--- config.mk ---
export PLATFORM = sky130hd
export DESIGN_NAME = l2_rr_arbiter
export DESIGN_NICKNAME = d
export VERILOG_FILES = /design/src/rtl/l2_rr_arbiter.sv
export SDC_FILE = /design/constraint.sdc
export NUM_CORES = 1
export LEC_CHECK = 0
export CAP_MARGIN = 10
export CORE_AREA = 8 8 430 432
export CTS_CLUSTER_SIZE = 28
export DETAILED_ROUTE_END_ITERATION = 12
export DIE_AREA = 0 0 438 440
export PLACE_DENSITY = 0.38
export SYNTH_ARGS = -nofsm -noshare
export SYNTH_HDL_FRONTEND = slang
export SYNTH_SLANG_ARGS = --single-unit
--- constraint.sdc ---
create_clock -name clk -period 13 [get_ports clk]
set_clock_uncertainty 0.2 [all_clocks]
set_input_delay 1.95 -clock clk [delete_from_list [all_inputs] [get_ports clk]]
set_output_delay 1.95 -clock clk [all_outputs]
set_load 0.05 [all_outputs]
--- src/rtl/l2_rr_arbiter.sv ---
// Round-robin arbiter sharing the single L2 port between I-cache and D-cache.
// Optional perf counters are enabled with the L2_ARB_PERF_EN macro.
module l2_rr_arbiter #(
    parameter int ADDR_W       = 32,
    parameter int LINE_W       = 256,
    parameter int FIXED_D_PRIO = 0
) (
    input  logic              clk,
    input  logic              rst,
    input  logic              i_read,
    input  logic [ADDR_W-1:0] i_addr,
    output logic              i_resp,
    input  logic              d_read,
    input  logic              d_write,
    input  logic [ADDR_W-1:0] d_addr,
    input  logic [LINE_W-1:0] d_wdata,
    output logic              d_resp,
    output logic [LINE_W-1:0] line_rdata,
    output logic              l2_read,
    output logic              l2_write,
    output logic [ADDR_W-1:0] l2_addr,
    output logic [LINE_W-1:0] l2_wdata,
    input  logic [LINE_W-1:0] l2_rdata,
    input  logic              l2_resp
`ifdef L2_ARB_PERF_EN
    ,
    output logic [31:0]       perf_i_grants,
    output logic [31:0]       perf_d_grants,
    output logic [31:0]       perf_conflict_cycles
`endif
);

    typedef enum logic [1:0] {
        IDLE,
        SERVE_I,
        SERVE_D
    } state_t;

    state_t state;
    logic   last_d;
    logic   d_req;
    logic   grant_i;
    logic   grant_d;

    assign d_req = d_read | d_write;

    // Pick a winner in IDLE; on a tie the side that did not win last goes next.
    always_comb begin
        grant_i = 1'b0;
        grant_d = 1'b0;
        if (state == IDLE) begin
            if (i_read && d_req) begin
                grant_d = (FIXED_D_PRIO != 0) || !last_d;
                grant_i = !grant_d;
            end else begin
                grant_i = i_read;
                grant_d = d_req;
            end
        end
    end

    // Sequencer: latch the winner's command at grant, hold it until l2_resp.
    // A read+write from D is treated as a read.
    always_ff @(posedge clk or posedge rst) begin
        if (rst) begin
            state    <= IDLE;
            last_d   <= 1'b1;
            l2_read  <= 1'b0;
            l2_write <= 1'b0;
            l2_addr  <= '0;
            l2_wdata <= '0;
        end else begin
            unique case (state)
                IDLE: begin
                    if (grant_d) begin
                        state    <= SERVE_D;
                        last_d   <= 1'b1;
                        l2_read  <= d_read;
                        l2_write <= ~d_read;
                        l2_addr  <= d_addr;
                        l2_wdata <= d_wdata;
                    end else if (grant_i) begin
                        state    <= SERVE_I;
                        last_d   <= 1'b0;
                        l2_read  <= 1'b1;
                        l2_write <= 1'b0;
                        l2_addr  <= i_addr;
                    end
                end
                SERVE_I, SERVE_D: begin
                    if (l2_resp) begin
                        state    <= IDLE;
                        l2_read  <= 1'b0;
                        l2_write <= 1'b0;
                    end
                end
                default: begin
                    state    <= IDLE;
                    l2_read  <= 1'b0;
                    l2_write <= 1'b0;
                end
            endcase
        end
    end

    assign i_resp     = (state == SERVE_I) & l2_resp;
    assign d_resp     = (state == SERVE_D) & l2_resp;
    assign line_rdata = l2_rdata;

`ifdef L2_ARB_PERF_EN
    logic i_wait;
    logic d_wait;

    assign i_wait = i_read & (state != SERVE_I) & !grant_i;
    assign d_wait = d_req & (state != SERVE_D) & !grant_d;

    // Grant and contention counters, free-running with natural wrap.
    always_ff @(posedge clk or posedge rst) begin
        if (rst) begin
            perf_i_grants        <= '0;
            perf_d_grants        <= '0;
            perf_conflict_cycles <= '0;
        end else begin
            if (grant_i) perf_i_grants <= perf_i_grants + 32'd1;
            if (grant_d) perf_d_grants <= perf_d_grants + 32'd1;
            if (i_wait || d_wait)
                perf_conflict_cycles <= perf_conflict_cycles + 32'd1;
        end
    end
`endif

endmodule

==> results.py, run 1 <==
metrics = {
    "outcome": {
        "run_status": "completed",
    },
    "drt": {
        "dr.pass1.iters": 5,
        "routed_via_count": 9106,
        "wl_per_cell_um": 20.0,
        "route.antenna.remaining_nets": 0,
        "wl_um": 75500,
        "route.detailed.vias_per_inst": 2.42,
        "dr.first_iter.drc_count": 268,
        "drcViolationCount": 0,
    },
    "critical_path": {
        "max_stage_delay_ns": 0.88,
        "worst_path_max_delay_cell": "sky130_fd_sc_hd__and2_4",
        "worst-path-stages": 7,
        "cp-endpoint": "l2_wdata[110]",
        "critical_path_required_ns": 13.25,
        "worst_r2r_startpoint": "state[0]",
        "critical_path_buf_inv_count": 4,
        "worst_setup_path_end_kind": "flop",
        "crit_chain": "clkdlybuf4s50_1 > a2bb2oi_4 > buf_4 > and2_4 > buf_4 > buf_12 > mux2_2",
        "worst_ep_arrival_time_ns": 6.29,
        "cp-startpoint": "d_read",
        "r2r_end": "l2_wdata[110]",
        "setup.worst_path.class": "in -> reg",
        "path_max_fanout": 112,
        "worstSetupStartpointType": "input pin",
        "worst-r2r-cell-count": 7,
        "critical-path-top-delay-family": "buffers and inverters",
        "ff2ff_setup_slack_ns": 8.50,
        "cpMostUsedCell": "sky130_fd_sc_hd__buf_4",
    },
    "sta": {
        "unrepaired_setup_endpoints_after_global_routing": "no",
        "final_hold_violations": 0,
        "maxSlewHeadroom": 0.326,
        "actual_transition_at_the_worst_max_transition_pin_ns": 1.01,
        "finalCritPeriodShare": 0.465,
        "finalCriticalPeriod_ns": 6.04,
        "maxClockFrequency_mhz": 166,
        "post-route-worst-setup-slack_ns": 6.96,
        "setup-violations-final": 0,
        "setup_total_negative_slack_ns": 0,
        "report.final.slew_viol_count": 0,
    },
    "synthesis": {
        "yosysWarningCount": 0,
        "yosysSeqAreaShare": 0.551,
        "yosys-top-cells-count": "sky130_fd_sc_hd__dfrtp_1, sky130_fd_sc_hd__buf_4, sky130_fd_sc_hd__mux2_1",
        "mappedNetlistArea_um2": 13300,
        "postSynthAreaPerCell_um2": 13.2,
        "yosys.cell_types.count": 25,
        "synth_top_area_cell": "sky130_fd_sc_hd__dfrtp_1",
        "post_synth_and_or_nand_nor_area_fraction": 0.0137,
        "synth_compound_area_frac": 0.0428,
        "synthesis.instances": 1005,
        "ys_ff_latch": 293,
        "synth-edff-count": 0,
        "netlist.area_leader.share": 0.549,
        "synth.most_common_cell": "sky130_fd_sc_hd__dfrtp_1",
        "postSynthNetCount": 1590,
        "dominant_combinational_cell_family_by_area_after_synthesis": "multiplexers",
        "synth-xor-area-share": 0,
        "top_post_synthesis_cells_by_area": "sky130_fd_sc_hd__dfrtp_1, sky130_fd_sc_hd__mux2_1, sky130_fd_sc_hd__buf_4",
        "synth-async-reset-ratio": 1.00,
        "synth.area.mux_share": 0.217,
        "yosys.area_share.adder": 0.00282,
        "dominantRegCellSynth": "sky130_fd_sc_hd__dfrtp_1",
    },
    "global_route": {
        "grt_antenna_before_repair": 9,
        "global_route.usage.met3": 0.0401,
        "congestion_overflow_gr": 0,
        "gr-max-usage-layer": "met2",
        "grt_max_degree": 113,
        "grt_pass1_vias": 10000,
        "use_met2": 0.126,
        "grt_usage": 0.0735,
        "grtUsageMet1": 0.0723,
        "global_route_wire_length_before_repair_um": 98100,
    },
    "clock_tree": {
        "clkSlewWorstSetupHoldPaths_ns": 0.05,
        "cts_hold_buf": 0,
        "numCtsBuffers": 42,
        "post_cts_resized": 0,
        "h-tree-depth": 2,
        "clock-root-buffer": "sky130_fd_sc_hd__clkbuf_16",
        "worstSkewPairLatency_ns": 0.61,
        "tritoncts": "done",
        "clk_sink_count": 293,
        "cts_max_path_buffers": 3,
        "post_cts_repair_setup_buffers": 0,
    },
    "floorplan": {
        "die_height_um": 440,
        "chipWidth_um": 438,
        "design.core.area_um2": 178000,
        "initial_core_util": 0.0749,
        "io_pins": 1130,
        "num_rows": 155,
        "die-area_um2": 193000,
    },
    "final_layout": {
        "area_growth_pct": 63.0,
        "num-nets-final": 1961,
        "fillers": 20200,
        "layout-drive-gt1-share": 0.102,
    },
    "placed_design": {
        "hpwl_um": 61100,
        "place.port_buffers": 617,
        "dpl_worst_slack_ns": 6.34,
        "globalplace.congestion": 0.745,
    },
    "pwr": {
        "power.static_leakage_nw": 7.90,
        "cell_internal_pwr_mw": 3.38,
        "seq_power_share": 0.248,
        "power_switching_mw": 3.29,
        "power_frac_clock": 0.178,
        "worst_ir_drop_vdd_uv": 126,
        "power.share.combinational": 0.575,
        "power_density_nw_per_um2": 307,
        "swShare": 0.493,
    },
    "worst_hold_path": {
        "hold_path.class": "reg -> reg",
        "hold-path-cell-count": 2,
    },
    "flow_run": {
        "max-cap-violations": 0,
    },
}
## metal layers
metal	vias up	routed length (µm)
met2	548	37600
met5	-	149
li1	3911	-
met3	216	8800
met1	4429	25100
met4	2	3850
## logic make-up (layout without fill, tap and decap cells)
logic type,Yosys count,in the layout
AO/OA/AOI/OAI,106,106
adder cells (fa/ha/maj),3,3
buffers and inverters,304,707
flip-flops,293,293
multiplexers,256,256
other,0,5
AND/OR/NAND/NOR,43,43
## sequential cells by signal, summed over array words and instances (netlist names)
| signal | cells |
|---|---|
| l2_addr | 32 |
| l2_read | 1 |
| l2_wdata | 256 |
| l2_write | 1 |
| last_d | 1 |
| state | 2 |
## power by group through the flow
stage          Combinational (mW)  Sequential, mW  Clock [mW]
2_1_floorplan                1.05            3.25           0
3_3_place_gp                 3.92            1.67           0
3_5_place_dp                 3.92            1.68           0
4_1_cts                      3.93            1.67        1.26
5_1_grt                      4.01            1.73        1.29
6_report                     3.83            1.65        1.19
## stage by stage
step                power, mW  hold slack, ns  utilization  cells  instance area [µm²]
floorplan                4.29           0.266            -   1005                13300
CTS                      6.86           0.284        0.122   3763                21700
finish                   6.67           0.275        0.122   3768                21700
detailed placement       5.60           0.270        0.114   3687                20300
global route             7.03           0.297        0.122   3765                21700
global placement         5.59           0.266        0.114   3687                20300
## cells in the final DEF (no fill, tap or decap), drive strengths merged, types with 2 or more instances in the layout
master	count
bufinv	4
clkinvlp	2
a21oi	32
o21ai	68
ha	3
inv	5
diode	5
nand2	35
mux2	256
and2	3
dfrtp	292
clkdlybuf4s50	617
clkbuf	54
buf	11
a22o	2
clkinv	14
## worst min-delay path by stage
stage	endpoint	start	slack, ns
3_3_place_gp	l2_addr[31]	l2_addr[31]	0.27
5_1_grt	l2_wdata[24]	l2_wdata[24]	0.30
4_1_cts	l2_addr[9]	l2_addr[9]	0.28
3_5_place_dp	l2_addr[9]	l2_addr[9]	0.27
6_report	l2_addr[22]	l2_addr[22]	0.27
2_1_floorplan	last_d	last_d	0.27
## tightest hold or removal path, cell delays in order (launching register included)
cell	delay (ns)
sky130_fd_sc_hd__dfrtp_1	0.34
sky130_fd_sc_hd__nand2_1	0.04
sky130_fd_sc_hd__o21ai_0	0.06
## layout make-up
type / count / area (µm²) / share of cell area
antenna: 5 / 12.5 / 0.000577
sequential: 293 / 7330 / 0.338
clock inverter: 22 / 274 / 0.0126
tap: 2355 / 2950 / 0.136
clock buffer: 54 / 1140 / 0.0523
timing repair buffer: 628 / 6270 / 0.289
multi-input combinational: 408 / 3710 / 0.171
inverter: 3 / 18.8 / 0.000865
(Power assumes the default switching activity.)
==> inputs of run 2 (changes only) <==
==> constraint.sdc (replaced) <==
create_clock -name clk -period 6.25 [get_ports clk]
set_clock_uncertainty 0.2 [all_clocks]
set_input_delay 0.9375 -clock clk [delete_from_list [all_inputs] [get_ports clk]]
set_output_delay 0.9375 -clock clk [all_outputs]
set_load 0.05 [all_outputs]
==> run 2 against run 1 <==
Die area stayed put. Hold slack is essentially flat. Critical path depth shrank 1. Sequential power is 110% higher. Final cell count stayed put. Flip-flop and latch count stayed put. Power grew 110%. Global-route usage up 0.33 points. Routed wire length increased by 4.7%. Critical path type is now reg -> reg.
==> results.py, run 2 (synthesis gave the netlist of run 1 again) <==
metrics = {
    "sta": {
        "actual_transition_at_the_worst_max_transition_pin_ns": 1.04,
        "post-route-worst-setup-slack_ns": 2.67,
        "maxSlewHeadroom": 0.310,
        "setup-violations-final": 0,
        "final_hold_violations": 0,
        "worst_hold_slack_ns": 0.275,
        "finalCriticalPeriod_ns": 3.58,
        "maxClockFrequency_mhz": 279,
        "report.final.slew_viol_count": 0,
        "setup_total_negative_slack_ns": 0,
        "unrepaired_setup_endpoints_after_global_routing": "no",
        "finalCritPeriodShare": 0.573,
    },
    "clock_tree": {
        "numCtsBuffers": 42,
        "cts_max_path_buffers": 3,
        "clkSlewWorstSetupHoldPaths_ns": 0.06,
        "h-tree-depth": 2,
        "post_cts_resized": 0,
        "clock-root-buffer": "sky130_fd_sc_hd__clkbuf_16",
        "clk_sink_count": 293,
        "tritoncts": "done",
        "cts_hold_buf": 0,
        "worstSkewPairLatency_ns": 0.57,
        "post_cts_repair_setup_buffers": 0,
    },
    "final_layout": {
        "fillers": 20200,
        "largest_register_ffs": 256,
        "layout-drive-gt1-share": 0.105,
        "layout.cell_area.non_filler_um2": 21700,
        "largestRegisters": "l2_wdata x256, l2_addr x32, state x2",
        "top_register": "l2_wdata",
        "num-nets-final": 1966,
        "area_growth_pct": 63.3,
        "final_common_cell": "sky130_fd_sc_hd__clkdlybuf4s50_1",
        "mostFrequentLayoutCells": "sky130_fd_sc_hd__clkdlybuf4s50_1, sky130_fd_sc_hd__dfrtp_1, sky130_fd_sc_hd__mux2_1",
    },
    "critical_path": {
        "worst-r2r-cell-count": 6,
        "worstSetupStartpointType": "flop",
        "critical_path_buf_inv_count": 3,
        "max_stage_delay_ns": 0.64,
        "cp-startpoint": "state[0]",
        "critical-path-top-delay-family": "buffers and inverters",
        "critical_path_required_ns": 6.50,
        "r2r_end": "l2_wdata[238]",
        "setup.worst_path.class": "reg -> reg",
        "worst_r2r_startpoint": "state[0]",
        "crit_chain": "inv_1 > ha_2 > buf_4 > and2_4 > buf_4 > mux2_1",
        "path_max_fanout": 41,
        "worst_path_max_delay_cell": "sky130_fd_sc_hd__and2_4",
        "ff2ff_setup_slack_ns": 2.67,
        "worst_setup_path_end_kind": "flop",
        "worst_ep_arrival_time_ns": 3.83,
        "cpMostUsedCell": "sky130_fd_sc_hd__buf_4",
    },
    "pwr": {
        "power.static_leakage_nw": 7.92,
        "power_density_nw_per_um2": 642,
        "pnr_total_power_mw": 14.0,
        "worst_ir_drop_vdd_uv": 318,
    },
    "global_route": {
        "grt_pass1_vias": 9804,
        "congestion_overflow_gr": 0,
        "grt_max_degree": 135,
        "grt_antenna_before_repair": 10,
        "grt_usage": 0.0768,
        "global_route_wire_length_before_repair_um": 102000,
    },
    "floorplan": {
        "io_pins": 1130,
        "initial_core_util": 0.0749,
        "design.core.area_um2": 178000,
        "die-area_um2": 193000,
        "die_height_um": 440,
        "num_rows": 155,
        "chipWidth_um": 438,
    },
    "drt": {
        "drcViolationCount": 0,
        "wl_um": 79000,
        "route.detailed.vias_per_inst": 2.45,
        "wl_per_cell_um": 21.0,
        "route.antenna.remaining_nets": 0,
        "dr.pass1.iters": 4,
        "routed_via_count": 9243,
        "dr.first_iter.drc_count": 364,
    },
    "worst_hold_path": {
        "hold_path.class": "reg -> reg",
        "hold_path.startpoint": "l2_addr[19]",
        "hold-path-cell-count": 2,
        "min_delay_worst_endpoint": "l2_addr[19]",
    },
    "outcome": {
        "run_status": "completed",
    },
    "flow_run": {
        "max-cap-violations": 0,
    },
    "placed_design": {
        "place.port_buffers": 617,
        "postPlaceCellArea_um2": 20300,
        "globalplace.congestion": 0.802,
        "hpwl_um": 64600,
        "dpl_worst_slack_ns": 2.32,
    },
}
-- run 2: how the worst max path moves through the flow --
stage               slack [ns]  cells after the start            end
detailed placement        2.32                      5  l2_wdata[234]
global route              2.44                      6  l2_wdata[243]
floorplan                 1.22                      1     l2_addr[0]
finish                    2.67                      6  l2_wdata[238]
CTS                       2.50                      6  l2_wdata[238]
global placement          2.32                      5  l2_wdata[243]
-- run 2: power breakdown --
part           switching [mW]  internal (mW)  leakage (nW)
Clock                   0.963           1.46         0.681
Combinational            5.39           2.71          3.79
Sequential              0.540           2.89          3.45
Total                    6.89           7.06          7.92
-- run 2: area by class of cell --
cell class              count  area (µm²)  area share
flip-flops and latches    293        7330       0.337
repair buffers            633        6330       0.291
multi-input cells         408        3710       0.171
well taps                2355        2950       0.136
clock buffers              61        1240      0.0572
clock inverters            13         146     0.00674
inverters                   3        15.0    0.000691
diodes                      2        5.00    0.000230
-- run 2: per-layer routing --
metal | up-vias | share of wire | track usage
met1 | 4545 | 0.33 | 0.0764
met3 | 201 | 0.13 | 0.0455
li1 | 3920 | - | -
met4 | 2 | 0.043 | 0.0319
met5 | - | 0.00016 | 0.00252
met2 | 575 | 0.50 | 0.130
-- run 2: worst reg2reg max path: cells and delay by family (launching register included) --
kind	cells	cell delay, ns
mux	1	0.44
flops	1	0.40
buf+inv	3	1.19
fa+ha+maj	1	0.59
simple gates	1	0.65
-- run 2: metrics by stage --
step                      std cells  utilization
final                          3768        0.122
after global routing           3766        0.122
after CTS                      3766        0.122
after detailed placement       3692        0.114
after global placement         3692        0.114
after floorplan                1005            -
